### config.mk
export PLATFORM = sky130hd
export DESIGN_NAME = mod_mul_seq_flat
export DESIGN_NICKNAME = d
export VERILOG_FILES = /design/src/rtl/mod_mul_seq_if.sv /design/src/rtl/mod_mul_seq.sv /design/src/flat_wrapper.sv
export SDC_FILE = /design/constraint.sdc
export NUM_CORES = 1
export LEC_CHECK = 0
export CAP_MARGIN = 15
export CORE_ASPECT_RATIO = 1.5
export CORE_UTILIZATION = 60
export CTS_BUF_LIST = sky130_fd_sc_hd__clkbuf_4 sky130_fd_sc_hd__clkbuf_8
export CTS_CLUSTER_SIZE = 16
export DETAILED_ROUTE_END_ITERATION = 8
export GPL_TIMING_DRIVEN = 0
export PLACE_DENSITY = 0.88
export SYNTH_ARGS = -nofsm -noshare
export SYNTH_HDL_FRONTEND = slang
export SYNTH_SLANG_ARGS = --single-unit
### constraint.sdc
create_clock -name clk -period 7.28 [get_ports clk]
set_input_delay 1.82 -clock clk [delete_from_list [all_inputs] [get_ports clk]]
set_output_delay 1.82 -clock clk [all_outputs]
set_load 0.02 [all_outputs]
### src/rtl/mod_mul_seq_if.sv
`default_nettype none
// ============================================================================
// Module      : mod_mul_seq_if
// Description : Operand/result handshake bundle for the sequential modular
//               multiplier (valid/ready in, valid/ready out).
// Revision    : 1.0 - initial release
// ============================================================================
interface mod_mul_seq_if #(
    parameter int W = 6
);
    logic         in_valid;
    logic         in_ready;
    logic [W-1:0] in_a;
    logic [W-1:0] in_b;
    logic         const_en;
    logic         out_valid;
    logic         out_ready;
    logic [W-1:0] out_z;
    logic         out_err;

    modport master (
        output in_valid, in_a, in_b, const_en, out_ready,
        input  in_ready, out_valid, out_z, out_err
    );

    modport slave (
        input  in_valid, in_a, in_b, const_en, out_ready,
        output in_ready, out_valid, out_z, out_err
    );
endinterface
`default_nettype wire

### src/rtl/mod_mul_seq.sv
`default_nettype none
// ============================================================================
// Module      : mod_mul_seq
// Description : Sequential z = (a * b) mod M, one MSB-first double-and-add
//               step per cycle, runtime or constant (K) multiplier.
// Revision    : 1.0 - initial release
// ============================================================================
module mod_mul_seq #(
    parameter int W = 6,
    parameter int M = 47,
    parameter int K = 34
) (
    input  wire logic    clk,
    input  wire logic    rst_n,
    mod_mul_seq_if.slave bus
);
    localparam int               c_CW      = (W > 1) ? $clog2(W) : 1;
    localparam logic [W:0]       c_MOD     = (W + 1)'(M);
    localparam logic [W-1:0]     c_KVAL    = W'(K);
    localparam logic [c_CW-1:0]  c_CNT_TOP = c_CW'(W - 1);
    localparam logic [c_CW-1:0]  c_CNT_ONE = c_CW'(1);

    localparam logic [1:0] S_IDLE = 2'd0;
    localparam logic [1:0] S_RUN  = 2'd1;
    localparam logic [1:0] S_DONE = 2'd2;

    logic [1:0]      r_state;
    logic [1:0]      w_next_state;
    logic [W-1:0]    r_acc;
    logic [W-1:0]    r_a;
    logic [W-1:0]    r_b;
    logic [c_CW-1:0] r_cnt;
    logic            r_err;

    logic            w_accept;
    logic            w_err_in;
    logic [W:0]      w_dbl;
    logic [W:0]      w_sum;
    logic [W-1:0]    w_dbl_red;
    logic [W-1:0]    w_sum_red;
    logic [W-1:0]    w_step;

    assign w_accept = bus.in_valid && (r_state == S_IDLE);
    assign w_err_in = ({1'b0, bus.in_a} >= c_MOD) ||
                      (!bus.const_en && ({1'b0, bus.in_b} >= c_MOD));

    // Both partial results stay below 2M, so one conditional subtract reduces each.
    assign w_dbl     = {r_acc, 1'b0};
    assign w_dbl_red = (w_dbl >= c_MOD) ? W'(w_dbl - c_MOD) : w_dbl[W-1:0];
    assign w_sum     = {1'b0, w_dbl_red} + {1'b0, r_a};
    assign w_sum_red = (w_sum >= c_MOD) ? W'(w_sum - c_MOD) : w_sum[W-1:0];
    assign w_step    = r_b[r_cnt] ? w_sum_red : w_dbl_red;

    always_ff @(posedge clk or negedge rst_n) begin
        if (!rst_n) begin
            r_state <= S_IDLE;
        end else begin
            r_state <= w_next_state;
        end
    end

    always_comb begin
        w_next_state = r_state;
        case (r_state)
            S_IDLE:  if (bus.in_valid)  w_next_state = S_RUN;
            S_RUN:   if (r_cnt == '0)   w_next_state = S_DONE;
            S_DONE:  if (bus.out_ready) w_next_state = S_IDLE;
            default: w_next_state = S_IDLE;
        endcase
    end

    always_comb begin
        bus.in_ready  = (r_state == S_IDLE);
        bus.out_valid = (r_state == S_DONE);
        bus.out_err   = (r_state == S_DONE) && r_err;
        bus.out_z     = ((r_state == S_DONE) && !r_err) ? r_acc : '0;
    end

    always_ff @(posedge clk or negedge rst_n) begin
        if (!rst_n) begin
            r_acc <= '0;
            r_a   <= '0;
            r_b   <= '0;
            r_cnt <= '0;
            r_err <= 1'b0;
        end else if (w_accept) begin
            r_a   <= bus.in_a;
            r_b   <= bus.const_en ? c_KVAL : bus.in_b;
            r_acc <= '0;
            r_cnt <= c_CNT_TOP;
            r_err <= w_err_in;
        end else if (r_state == S_RUN) begin
            r_acc <= w_step;
            if (r_cnt != '0) begin
                r_cnt <= r_cnt - c_CNT_ONE;
            end
        end
    end
endmodule
`default_nettype wire

### src/flat_wrapper.sv
// flat-port wrapper written by rule: the top's interface ports become plain ports
module mod_mul_seq_flat 
#(
    parameter int W = 6,
    parameter int M = 47,
    parameter int K = 34
)
  (clk, rst_n, bus_in_valid, bus_in_a, bus_in_b, bus_const_en, bus_out_ready, bus_in_ready, bus_out_valid, bus_out_z, bus_out_err);
  mod_mul_seq_if #(.W(W)) bus_i ();
  input  wire logic clk;
  input  wire logic rst_n;
  input wire logic [$bits(bus_i.in_valid)-1:0] bus_in_valid;
  input wire logic [$bits(bus_i.in_a)-1:0] bus_in_a;
  input wire logic [$bits(bus_i.in_b)-1:0] bus_in_b;
  input wire logic [$bits(bus_i.const_en)-1:0] bus_const_en;
  input wire logic [$bits(bus_i.out_ready)-1:0] bus_out_ready;
  output wire logic [$bits(bus_i.in_ready)-1:0] bus_in_ready;
  output wire logic [$bits(bus_i.out_valid)-1:0] bus_out_valid;
  output wire logic [$bits(bus_i.out_z)-1:0] bus_out_z;
  output wire logic [$bits(bus_i.out_err)-1:0] bus_out_err;
  assign bus_i.in_valid = bus_in_valid;
  assign bus_i.in_a = bus_in_a;
  assign bus_i.in_b = bus_in_b;
  assign bus_i.const_en = bus_const_en;
  assign bus_i.out_ready = bus_out_ready;
  assign bus_in_ready = bus_i.in_ready;
  assign bus_out_valid = bus_i.out_valid;
  assign bus_out_z = bus_i.out_z;
  assign bus_out_err = bus_i.out_err;
  mod_mul_seq #(.W(W), .M(M), .K(K)) u_core (.clk(clk), .rst_n(rst_n), .bus(bus_i));
endmodule
==> results of run 1 <==
==> power groups by stage <==
stage          clock, mW  combinational (mW)  sequential, mW
6_report          0.0897               0.733           0.262
4_1_cts           0.0902               0.723           0.259
3_5_place_dp           0               0.717           0.262
3_3_place_gp           0               0.680           0.255
5_1_grt           0.0970               0.798           0.267
2_1_floorplan          0               0.567           0.240
==> layout by cell type (no fill, tap or decap), types with 3 or more instances in the layout <==
cell type and n:
inv_1 5, nor4b_1 3, dfrtp_1 24, clkbuf_1 3
nand2b_1 8, nor3_1 3, nand3_1 5, nand2_1 22
mux2_2 7, a21oi_1 5, ha_1 9, clkbuf_8 4
o21ai_0 13, nor2_1 13, or2_2 4, clkdlybuf4s50_1 25
and2_1 7
==> logic make-up after synthesis <==
group                      count (synthesis)
AOI/OAI and AO/OA                         47
adders and majority gates                 10
muxes                                     10
DFF                                       24
and+or+nand+nor                           76
buffers and inverters                      8
xor gates and xnor gates                   2
==> sequential cells by signal, summed over array words and instances, names as in the netlist <==
name,flops
u_core.r_b,6
u_core.r_acc,6
u_core.r_err,1
u_core.r_cnt,3
u_core.r_a,6
u_core.r_state,2
==> worst reg2reg max path, cell delays in order (launching register included) <==
cell and delay (ps):
dfrtp_1 450, a21o_1 240, ha_1 220, fa_1 440
xor2_2 310, nand3_2 150, o32ai_2 390, nor3_2 120
o41ai_1 380, a211oi_1 80
==> final timing paths <==
kind | end | slack [ps]
worst max-delay path | bus_out_z[1] | 3550
max in group asynchronous | u_core.r_acc[2]$_DFFE_PN0P_ | 5110
worst min-delay path | u_core.r_b[0]$_DFFE_PN0P_ | 490
worst min register to register | u_core.r_b[0]$_DFFE_PN0P_ | 490
worst max register to register | u_core.r_acc[2]$_DFFE_PN0P_ | 4370
min in group asynchronous | u_core.r_b[4]$_DFFE_PN0P_ | 1790
==> cell usage after synthesis (all sizes together), types with 3 or more instances <==
library cell,n,share of area [%]
o21ai,13,3.9
and2,7,2.6
mux2,7,4.7
dfrtp,24,36
or2,4,1.5
nor4b,3,1.6
nor2,13,2.9
nand2b,8,3.0
a21oi,6,2.0
nor3,4,1.5
ha,9,6.7
nand3,6,2.1
a221oi,3,2.3
o31ai,3,1.6
clkbuf,3,0.67
nand2,22,4.9
inv,5,1.1
==> area by class of cell <==
cell class | instances | area, µm² | area share (%)
multi-input cells | 145 | 1054 | 51.06
flip-flops and latches | 24 | 600.6 | 29.11
repair buffers | 26 | 277.8 | 13.46
clock buffers | 4 | 55.05 | 2.668
well taps | 37 | 46.29 | 2.244
inverters | 5 | 18.77 | 0.9096
plain buffers | 3 | 11.26 | 0.5458
==> routing by layer <==
layer  up-vias  global-route usage [%]  share of wire (%)
met3         9                   1.897                2.5
met5         -                       0                  0
met4         0                   14.77                2.4
met2        42                   54.35                 58
li1        716                       -                  -
met1       712                   31.59                 37
==> per-stage QoR <==
step	std cells	power (mW)	utilization, %
floorplan	177	0.8065	-
global placement	239	0.9351	74.01
detailed placement	239	0.9789	74.01
CTS	243	1.072	76.06
global route	244	1.162	77.09
finish	244	1.084	77.09
==> results.sh, run 1 <==
export IMPL_path_class="register to output pin"
export IMPL_post_route_drc_count=0
export IMPL_syn_area_um2=1684
export IMPL_synth_compound_area_share_pct=21.77
export IMPL_hold_buffers=0
export IMPL_timing_final_crit_share_pct=51.17
export IMPL_placed_area_um2=1981
export IMPL_rr_worst_depth=9
export IMPL_synth_top_family_by_area="simple AND/OR/NAND/NOR gates"
export IMPL_peakVddDrop_uv=285.1
export IMPL_area_growth_pct=22.51
export IMPL_via_per_inst=6.061
export IMPL_pwr_share_seq_pct=24.1
export IMPL_path_delay_family="simple AND/OR/NAND/NOR gates"
export IMPL_clk_pin_slew_ps=80
export IMPL_synth_cell_types=55
export IMPL_synth_fa_ha_area_share_pct=7.875
export IMPL_critPathBufInv=1
export IMPL_rows=23
export IMPL_num_antenna_cells=0
export IMPL_preCtsSetupSlack_ps=3775
export IMPL_p_switching_uw=529.6
export IMPL_drive_gt1_share_pct=14.49
export IMPL_die_area_um2=3027
export IMPL_fin_ws_ps=3555
export IMPL_cp_end_kind="output pin"
export IMPL_chipHeight_um=66.89
export IMPL_cp_slowest_cell="clkdlybuf4s50_1"
export IMPL_antenna_left=0
export IMPL_grt_total_usage_pct=29.23
export IMPL_final_nets=235
export IMPL_yosysWarnings=0
export IMPL_hpwl_um=3270
export IMPL_fin_tns_setup_ps=0
export IMPL_combPwrFrac_pct=67.6
export IMPL_muxShareOfSynthArea_pct=7.207
export IMPL_fillers=188
export IMPL_path_depth=4
export IMPL_period_needed_ps=3725
export IMPL_grt_pass1_vias=1489
export IMPL_setup_viol=0
export IMPL_hold_class="register to register"
export IMPL_syn_nets=204
export IMPL_r2r_start="u_core.r_acc[3]$_DFFE_PN0P_"
export IMPL_p_leak_nw=0.8631
export IMPL_grt_pass1_wl_um=6451
export IMPL_vias=1479
export IMPL_hold_slack_ps=490.6
export IMPL_cts_buffers=3
export IMPL_syn_area_per_cell_um2=9.515
export IMPL_core_um2=2676
export IMPL_num_io_pins=26
export IMPL_fmax_ghz=0.2684
export IMPL_clock_path_buffers=2
export IMPL_design_area_um2=2063
export IMPL_maxCapViolCount=0
export IMPL_synth_edff_count=0
export IMPL_p_int_uw=554.5
export IMPL_gp_congestion=0.8616
export IMPL_grt_start_max_net_pins=25
export IMPL_required_ps=5460
export IMPL_ys_flop_type="dfrtp_1"
export IMPL_ys_seq_elements=24
export IMPL_status="completed"
export IMPL_drt_iter0_drc=43
export IMPL_dr_pass1_iters=4
export IMPL_critPathLaunch="u_core.r_state[0]$_DFFE_PN0P_"
export IMPL_clock_skew_ps=2.041
export IMPL_p_sw_share_pct=48.85
export IMPL_cts_resized=0
export IMPL_antenna_found_initial=0
export IMPL_yosys_area_share_simple_pct=24.22
export IMPL_synthCells=177
export IMPL_critical_path_cell_chain="nand2b_1, nor2_1, and2_1, clkdlybuf4s50_1"
export IMPL_hold_viol=0
export IMPL_cts_htree_levels=1
export IMPL_io_buffers=25
export IMPL_slew_viol_final=0
export IMPL_insertion_delay_ps=260
export IMPL_worstMarginPinSlew_ps=663.2
export IMPL_grt_overflow=0
export IMPL_synth_xor_area_share_pct=1.486
export IMPL_chipWidth_um=45.26
export IMPL_ys_seq_area_share_pct=35.66
export IMPL_slew_headroom_pct=55.79
export IMPL_pwr_density_cell_nw_per_um2=525.4
export IMPL_wl_um=4092
export IMPL_critPathLaunchType="register"
export IMPL_grt_setup_unrepaired="false"
export IMPL_cts_tree="built"
export IMPL_clockRootBuffer="clkbuf_8"
export IMPL_post_cts_buffers=0
export IMPL_hp_start="u_core.r_b[0]$_DFFE_PN0P_"
export IMPL_worstPathMaxFanout=5
export IMPL_power_frac_clock_pct=8.3
export IMPL_async_reset_ff_share_pct=100.0
export IMPL_clock_sinks=24
export IMPL_holdPathStages=2
export IMPL_initial_utilization_pct=62.93
export IMPL_wl_per_cell_um=16.77
export IMPL_slowest_delay_ps=600
export IMPL_arrival_ps=1910
No activity file was read; power rests on OpenSTA's default activity.
==> run 2: changes to the inputs <==
--- a/config.mk
+++ b/config.mk
@@ -7,12 +7,12 @@
 export LEC_CHECK = 0
 export CAP_MARGIN = 15
 export CORE_ASPECT_RATIO = 1.5
-export CORE_UTILIZATION = 60
+export CORE_UTILIZATION = 50
 export CTS_BUF_LIST = sky130_fd_sc_hd__clkbuf_4 sky130_fd_sc_hd__clkbuf_8
 export CTS_CLUSTER_SIZE = 16
 export DETAILED_ROUTE_END_ITERATION = 8
 export GPL_TIMING_DRIVEN = 0
-export PLACE_DENSITY = 0.88
+export PLACE_DENSITY = 0.78
 export SYNTH_ARGS = -nofsm -noshare
 export SYNTH_HDL_FRONTEND = slang
 export SYNTH_SLANG_ARGS = --single-unit
==> constraint.sdc (replaced) <==
create_clock -name clk -period 3.1 [get_ports clk]
set_input_delay 0.775 -clock clk [delete_from_list [all_inputs] [get_ports clk]]
set_output_delay 0.775 -clock clk [all_outputs]
set_load 0.02 [all_outputs]
==> run 2 against run 1 <==
  * Critical path type is now register to register
  * First-iteration DRC count fell by 16%
  * Worst setup slack got worse by 3400 ps
  * Largest power group unchanged
  * Sequential power up 130%
==> results.sh, run 2 (synthesized netlist as in run 1, its figures left out) <==
export IMPL_wl_per_cell_um=16.05
export IMPL_antenna_left=0
export IMPL_via_per_inst=6.053
export IMPL_area_growth_pct=23.70
export IMPL_hold_slack_ps=487.3
export IMPL_path_delay_family="adder cells"
export IMPL_grt_total_usage_pct=24.06
export IMPL_critPathLaunch="u_core.r_acc[3]$_DFFE_PN0P_"
export IMPL_slowest_delay_ps=590
export IMPL_hold_viol=0
export IMPL_worstMarginPinSlew_ps=657.8
export IMPL_fin_tns_setup_ps=0
export IMPL_wl_um=3965
export IMPL_worstPathMaxFanout=7
export IMPL_chipWidth_um=49.39
export IMPL_cts_tree="built"
export IMPL_drt_iter0_drc=36
export IMPL_grt_pass1_wl_um=6513
export IMPL_clock_path_buffers=2
export IMPL_rows=25
export IMPL_grt_pass1_vias=1482
export IMPL_cts_buffers=3
export IMPL_met1_length_um=1542
export IMPL_hpwl_um=3135
export IMPL_layout_common_cells="clkdlybuf4s50_1 (25), dfrtp_1 (24), nand2_1 (22), nor2_1 (13), o21ai_0 (13)"
export IMPL_post_route_drc_count=0
export IMPL_clk_pin_slew_ps=90
export IMPL_dr_pass1_iters=4
export IMPL_timing_final_crit_share_pct=95.33
export IMPL_fin_ws_ps=144.8
export IMPL_clock_skew_ps=5.850
export IMPL_post_cts_buffers=0
export IMPL_io_buffers=25
export IMPL_top_regs="u_core.r_a x6, u_core.r_acc x6, u_core.r_b x6"
export IMPL_fmax_ghz=0.3384
export IMPL_status="completed"
export IMPL_final_cells=247
export IMPL_final_nets=235
export IMPL_dr_wl_met2_um=2104
export IMPL_hold_class="register to register"
export IMPL_num_antenna_cells=0
export IMPL_cts_resized=0
export IMPL_die_area_um2=3609
export IMPL_period_needed_ps=2955
export IMPL_grt_overflow=0
export IMPL_wl_met3_um=145
export IMPL_fillers=272
export IMPL_dp_cells=242
export IMPL_p_leak_nw=0.8701
export IMPL_preCtsSetupSlack_ps=216.4
export IMPL_hold_buffers=0
export IMPL_peakVddDrop_uv=657.4
export IMPL_highest_layer="met4"
export IMPL_initial_utilization_pct=52.78
export IMPL_grt_setup_unrepaired="false"
export IMPL_cp_end_kind="register"
export IMPL_insertion_delay_ps=270
export IMPL_grt_start_max_net_pins=25
export IMPL_maxCapViolCount=0
export IMPL_slew_headroom_pct=56.15
export IMPL_path_class="register to register"
export IMPL_arrival_ps=3090
export IMPL_critPathLaunchType="register"
export IMPL_gp_congestion=0.8573
export IMPL_cts_htree_levels=1
export IMPL_final_common_cell="clkdlybuf4s50_1"
export IMPL_critPathBufInv=0
export IMPL_critical_path_cell_chain="a21o_1, ha_1, fa_1, ha_1, nand2_1, nor3_1, nor3_2, o41ai_1, a211oi_1"
export IMPL_slew_viol_final=0
export IMPL_pwr_density_cell_nw_per_um2=1252
export IMPL_required_ps=3240
export IMPL_r2r_start="u_core.r_acc[3]$_DFFE_PN0P_"
export IMPL_vias=1495
export IMPL_clockRootBuffer="clkbuf_8"
export IMPL_antenna_found_initial=0
export IMPL_clock_sinks=24
export IMPL_drive_gt1_share_pct=14.49
export IMPL_chipHeight_um=73.08
export IMPL_cpMostUsedCell="ha_1"
export IMPL_hp_start="u_core.r_b[3]$_DFFE_PN0P_"
export IMPL_core_um2=3191
export IMPL_cp_slowest_cell="fa_1"
export IMPL_setup_viol=0
export IMPL_num_io_pins=26
-- run 2: cell types whose count changed in the layout (fill, tap and decap cells not counted) --
cell       change
bufinv_16      +1
clkbuf_8       -1
-- run 2: area by class of cell --
| cell class | count | area (µm²) | area share, % |
|---|---|---|---|
| Buffer | 3 | 11.26 | 0.5405 |
| Clock buffer | 3 | 41.29 | 1.982 |
| Clock inverter | 1 | 30.03 | 1.441 |
| Inverter | 5 | 18.77 | 0.9009 |
| Multi-Input combinational cell | 145 | 1054 | 50.57 |
| Sequential cell | 24 | 600.6 | 28.83 |
| Tap cell | 40 | 50.05 | 2.402 |
| Timing Repair Buffer | 26 | 277.8 | 13.33 |
-- run 2: routing by layer --
| metal | vias up | global-route usage (%) |
|---|---|---|
| met1 | 709 | 25.70 |
| met3 | 12 | 3.542 |
| li1 | 722 | - |
| met5 | - | 0 |
| met2 | 52 | 43.84 |
| met4 | 0 | 15.24 |
-- run 2: worst reg2reg max path, delay by kind of cell (launching register included) --
kind / cells / cell delay (ps)
AOI/OAI and AO/OA: 3 / 700
adders and majority gates: 3 / 1060
DFF: 1 / 450
and+or+nand+nor: 3 / 620
-- run 2: path summary, 6_finish.rpt --
| kind | slack [ps] | to | cells after the start |
|---|---|---|---|
| max in group asynchronous | 1810 | u_core.r_a[0]$_DFFE_PN0P_ | 2 |
| max reg2reg | 140 | u_core.r_acc[2]$_DFFE_PN0P_ | 9 |
| max | 140 | u_core.r_acc[2]$_DFFE_PN0P_ | 9 |
| min in group asynchronous | 830 | u_core.r_acc[3]$_DFFE_PN0P_ | 1 |
| min | 490 | u_core.r_b[3]$_DFFE_PN0P_ | 2 |
| min reg2reg | 490 | u_core.r_b[3]$_DFFE_PN0P_ | 2 |
-- run 2: power by group --
part | internal (mW) | switching, mW | leakage, nW
registers | 0.467 | 0.140 | 0.296
logic | 0.723 | 1.00 | 0.538
clock network | 0.173 | 0.105 | 0.0357
total | 1.36 | 1.25 | 0.870
-- run 2: stage by stage --
stage | power (mW) | instance area, µm² | util (%)
after floorplan | 1.894 | 1684 | -
after global placement | 2.200 | 1984 | 62.20
after detailed placement | 2.295 | 1984 | 62.20
after CTS | 2.586 | 2056 | 64.43
after global routing | 2.810 | 2083 | 65.29
final | 2.609 | 2083 | 65.29
==> run 3: changes to the inputs <==
--- a/config.mk
+++ b/config.mk
@@ -12,7 +12,9 @@
 export CTS_CLUSTER_SIZE = 16
 export DETAILED_ROUTE_END_ITERATION = 8
 export GPL_TIMING_DRIVEN = 0
+export HOLD_SLACK_MARGIN = 0.1
 export PLACE_DENSITY = 0.78
+export SETUP_SLACK_MARGIN = 0.15
 export SYNTH_ARGS = -nofsm -noshare
 export SYNTH_HDL_FRONTEND = slang
 export SYNTH_SLANG_ARGS = --single-unit
==> run 3 against run 2 <==
  * Wire length rose by 1.9%
  * Clock-buffer cell count unchanged
  * Power increased by 4.4%
  * Die area unchanged
  * Clock power about the same
  * Core utilization rose by 1.0 points
  * Critical path depth is 1 higher
  * Maximum frequency up 2.5%
  * Global-route usage did not move
  * Largest power group unchanged
  * Flip-flop and latch count unchanged
==> results.sh, run 3 (synthesized netlist as in run 1, its figures left out) <==
export IMPL_status="completed"
export IMPL_utilization_pct=66.31
export IMPL_hold_viol=0
export IMPL_num_io_pins=26
export IMPL_grt_pass1_vias=1482
export IMPL_chipWidth_um=49.39
export IMPL_slew_viol_final=0
export IMPL_arrival_ps=3020
export IMPL_grt_setup_unrepaired="false"
export IMPL_post_route_drc_count=0
export IMPL_clk_pin_slew_ps=90
export IMPL_grt_overflow=0
export IMPL_critical_path_cell_chain="a21o_1, ha_1, fa_1, xor2_2, buf_4, nand2_1, nor3_2, nor3_4, o41ai_1, a211oi_1"
export IMPL_wl_um=4042
export IMPL_power_mw=2.723
export IMPL_cts_htree_levels=1
export IMPL_grt_start_max_net_pins=25
export IMPL_slew_headroom_pct=55.96
export IMPL_cts_buffers=3
export IMPL_cp_slowest_cell="dfrtp_1"
export IMPL_required_ps=3240
export IMPL_via_per_inst=6.048
export IMPL_drt_iter0_drc=37
export IMPL_gp_congestion=0.8573
export IMPL_final_nets=236
export IMPL_antenna_left=0
export IMPL_dr_pass1_iters=4
export IMPL_clock_path_buffers=2
export IMPL_fmax_ghz=0.3468
export IMPL_clock_skew_ps=5.541
export IMPL_hold_class="register to register"
export IMPL_cp_end_kind="register"
export IMPL_holdPathStages=2
export IMPL_p_leak_nw=0.8802
export IMPL_grt_pass1_wl_um=6513
export IMPL_design_area_um2=2116
export IMPL_period_needed_ps=2884
export IMPL_top_regs="u_core.r_a x6, u_core.r_acc x6, u_core.r_b x6"
export IMPL_io_buffers=25
export IMPL_rr_worst_depth=10
export IMPL_final_common_cell="clkdlybuf4s50_1"
export IMPL_timing_final_crit_share_pct=93.02
export IMPL_clockRootBuffer="clkbuf_8"
export IMPL_maxCapViolCount=0
export IMPL_pwr_density_cell_nw_per_um2=1287
export IMPL_peakVddDrop_uv=686.0
export IMPL_hold_buffers=0
export IMPL_worstPathMaxFanout=7
export IMPL_num_antenna_cells=0
export IMPL_worstMarginPinSlew_ps=660.6
export IMPL_setup_viol=0
export IMPL_hpwl_um=3135
export IMPL_path_class="register to register"
export IMPL_vias=1500
export IMPL_insertion_delay_ps=270
export IMPL_area_growth_pct=25.63
export IMPL_rows=25
export IMPL_critPathLaunchType="register"
export IMPL_hold_slack_ps=488.0
export IMPL_fin_tns_setup_ps=0
export IMPL_slowest_delay_ps=450
export IMPL_placed_area_um2=1984
export IMPL_die_area_um2=3609
export IMPL_chipHeight_um=73.08
export IMPL_wl_per_cell_um=16.30
export IMPL_antenna_found_initial=0
export IMPL_grt_total_usage_pct=24.06
export IMPL_core_um2=3191
export IMPL_cts_tree="built"
export IMPL_initial_utilization_pct=52.78
export IMPL_clock_sinks=24
export IMPL_drive_gt1_share_pct=15.87
export IMPL_layout_common_cells="clkdlybuf4s50_1 (25), dfrtp_1 (24), nand2_1 (22), o21ai_0 (13), nor2_1 (12)"
## run 3: repair_timing
action	CTS	global route
setup endpoints to repair	0	6
resized for setup	0	4
setup buffers	0	1
## run 3: metrics by stage
step	std cells	setup slack, ps
final	248	216.5
after CTS	246	186.6
after floorplan	177	506.9
after global routing	248	115.4
after detailed placement	242	216.4
after global placement	242	290.1
## run 3: worst paths after layout
path	start	end	slack [ps]
hold reg to reg	u_core.r_b[3]$_DFFE_PN0P_	u_core.r_b[3]$_DFFE_PN0P_	490
max in group asynchronous	rst_n	u_core.r_a[0]$_DFFE_PN0P_	1820
setup reg to reg	u_core.r_acc[3]$_DFFE_PN0P_	u_core.r_acc[2]$_DFFE_PN0P_	220
min in group asynchronous	rst_n	u_core.r_state[0]$_DFFE_PN0P_	830
hold / removal	u_core.r_b[3]$_DFFE_PN0P_	u_core.r_b[3]$_DFFE_PN0P_	490
setup / recovery	u_core.r_acc[3]$_DFFE_PN0P_	u_core.r_acc[2]$_DFFE_PN0P_	220
## run 3: layout make-up
class                   instances  area, µm²
multi-input cells             145       1079
fillers                       269       1075
flip-flops and latches         24      600.6
repair buffers                 27      285.3
well taps                      40      50.05
clock buffers                   3      41.29
clock inverters                 1      30.03
inverters                       5      18.77
plain buffers                   3      11.26
## run 3: where the power goes
part	total (mW)	switching (mW)	leakage (nW)	internal, mW
Clock	0.278	0.106	0.0357	0.173
Sequential	0.607	0.140	0.296	0.467
Combinational	1.84	1.06	0.548	0.779
## run 3: layer usage
metal  share of wire (%)  vias to the layer above  wire, µm  track usage (%)
met4                 3.9                        0       156            15.24
met5                   0                        -         0                0
met1                  39                      713      1573            25.70
met3                 3.3                       12       134            3.542
li1                    -                      723         -                -
met2                  54                       52      2178            43.84
## run 3: worst max-delay path, delay by kind of cell, from the launching register on
kind	cells	cell delay, ps
buffers and inverters	1	170
AOI/OAI and AO/OA	3	690
adders and majority gates	2	660
and+or+nand+nor	3	510
xor gates and xnor gates	1	270
DFF	1	450
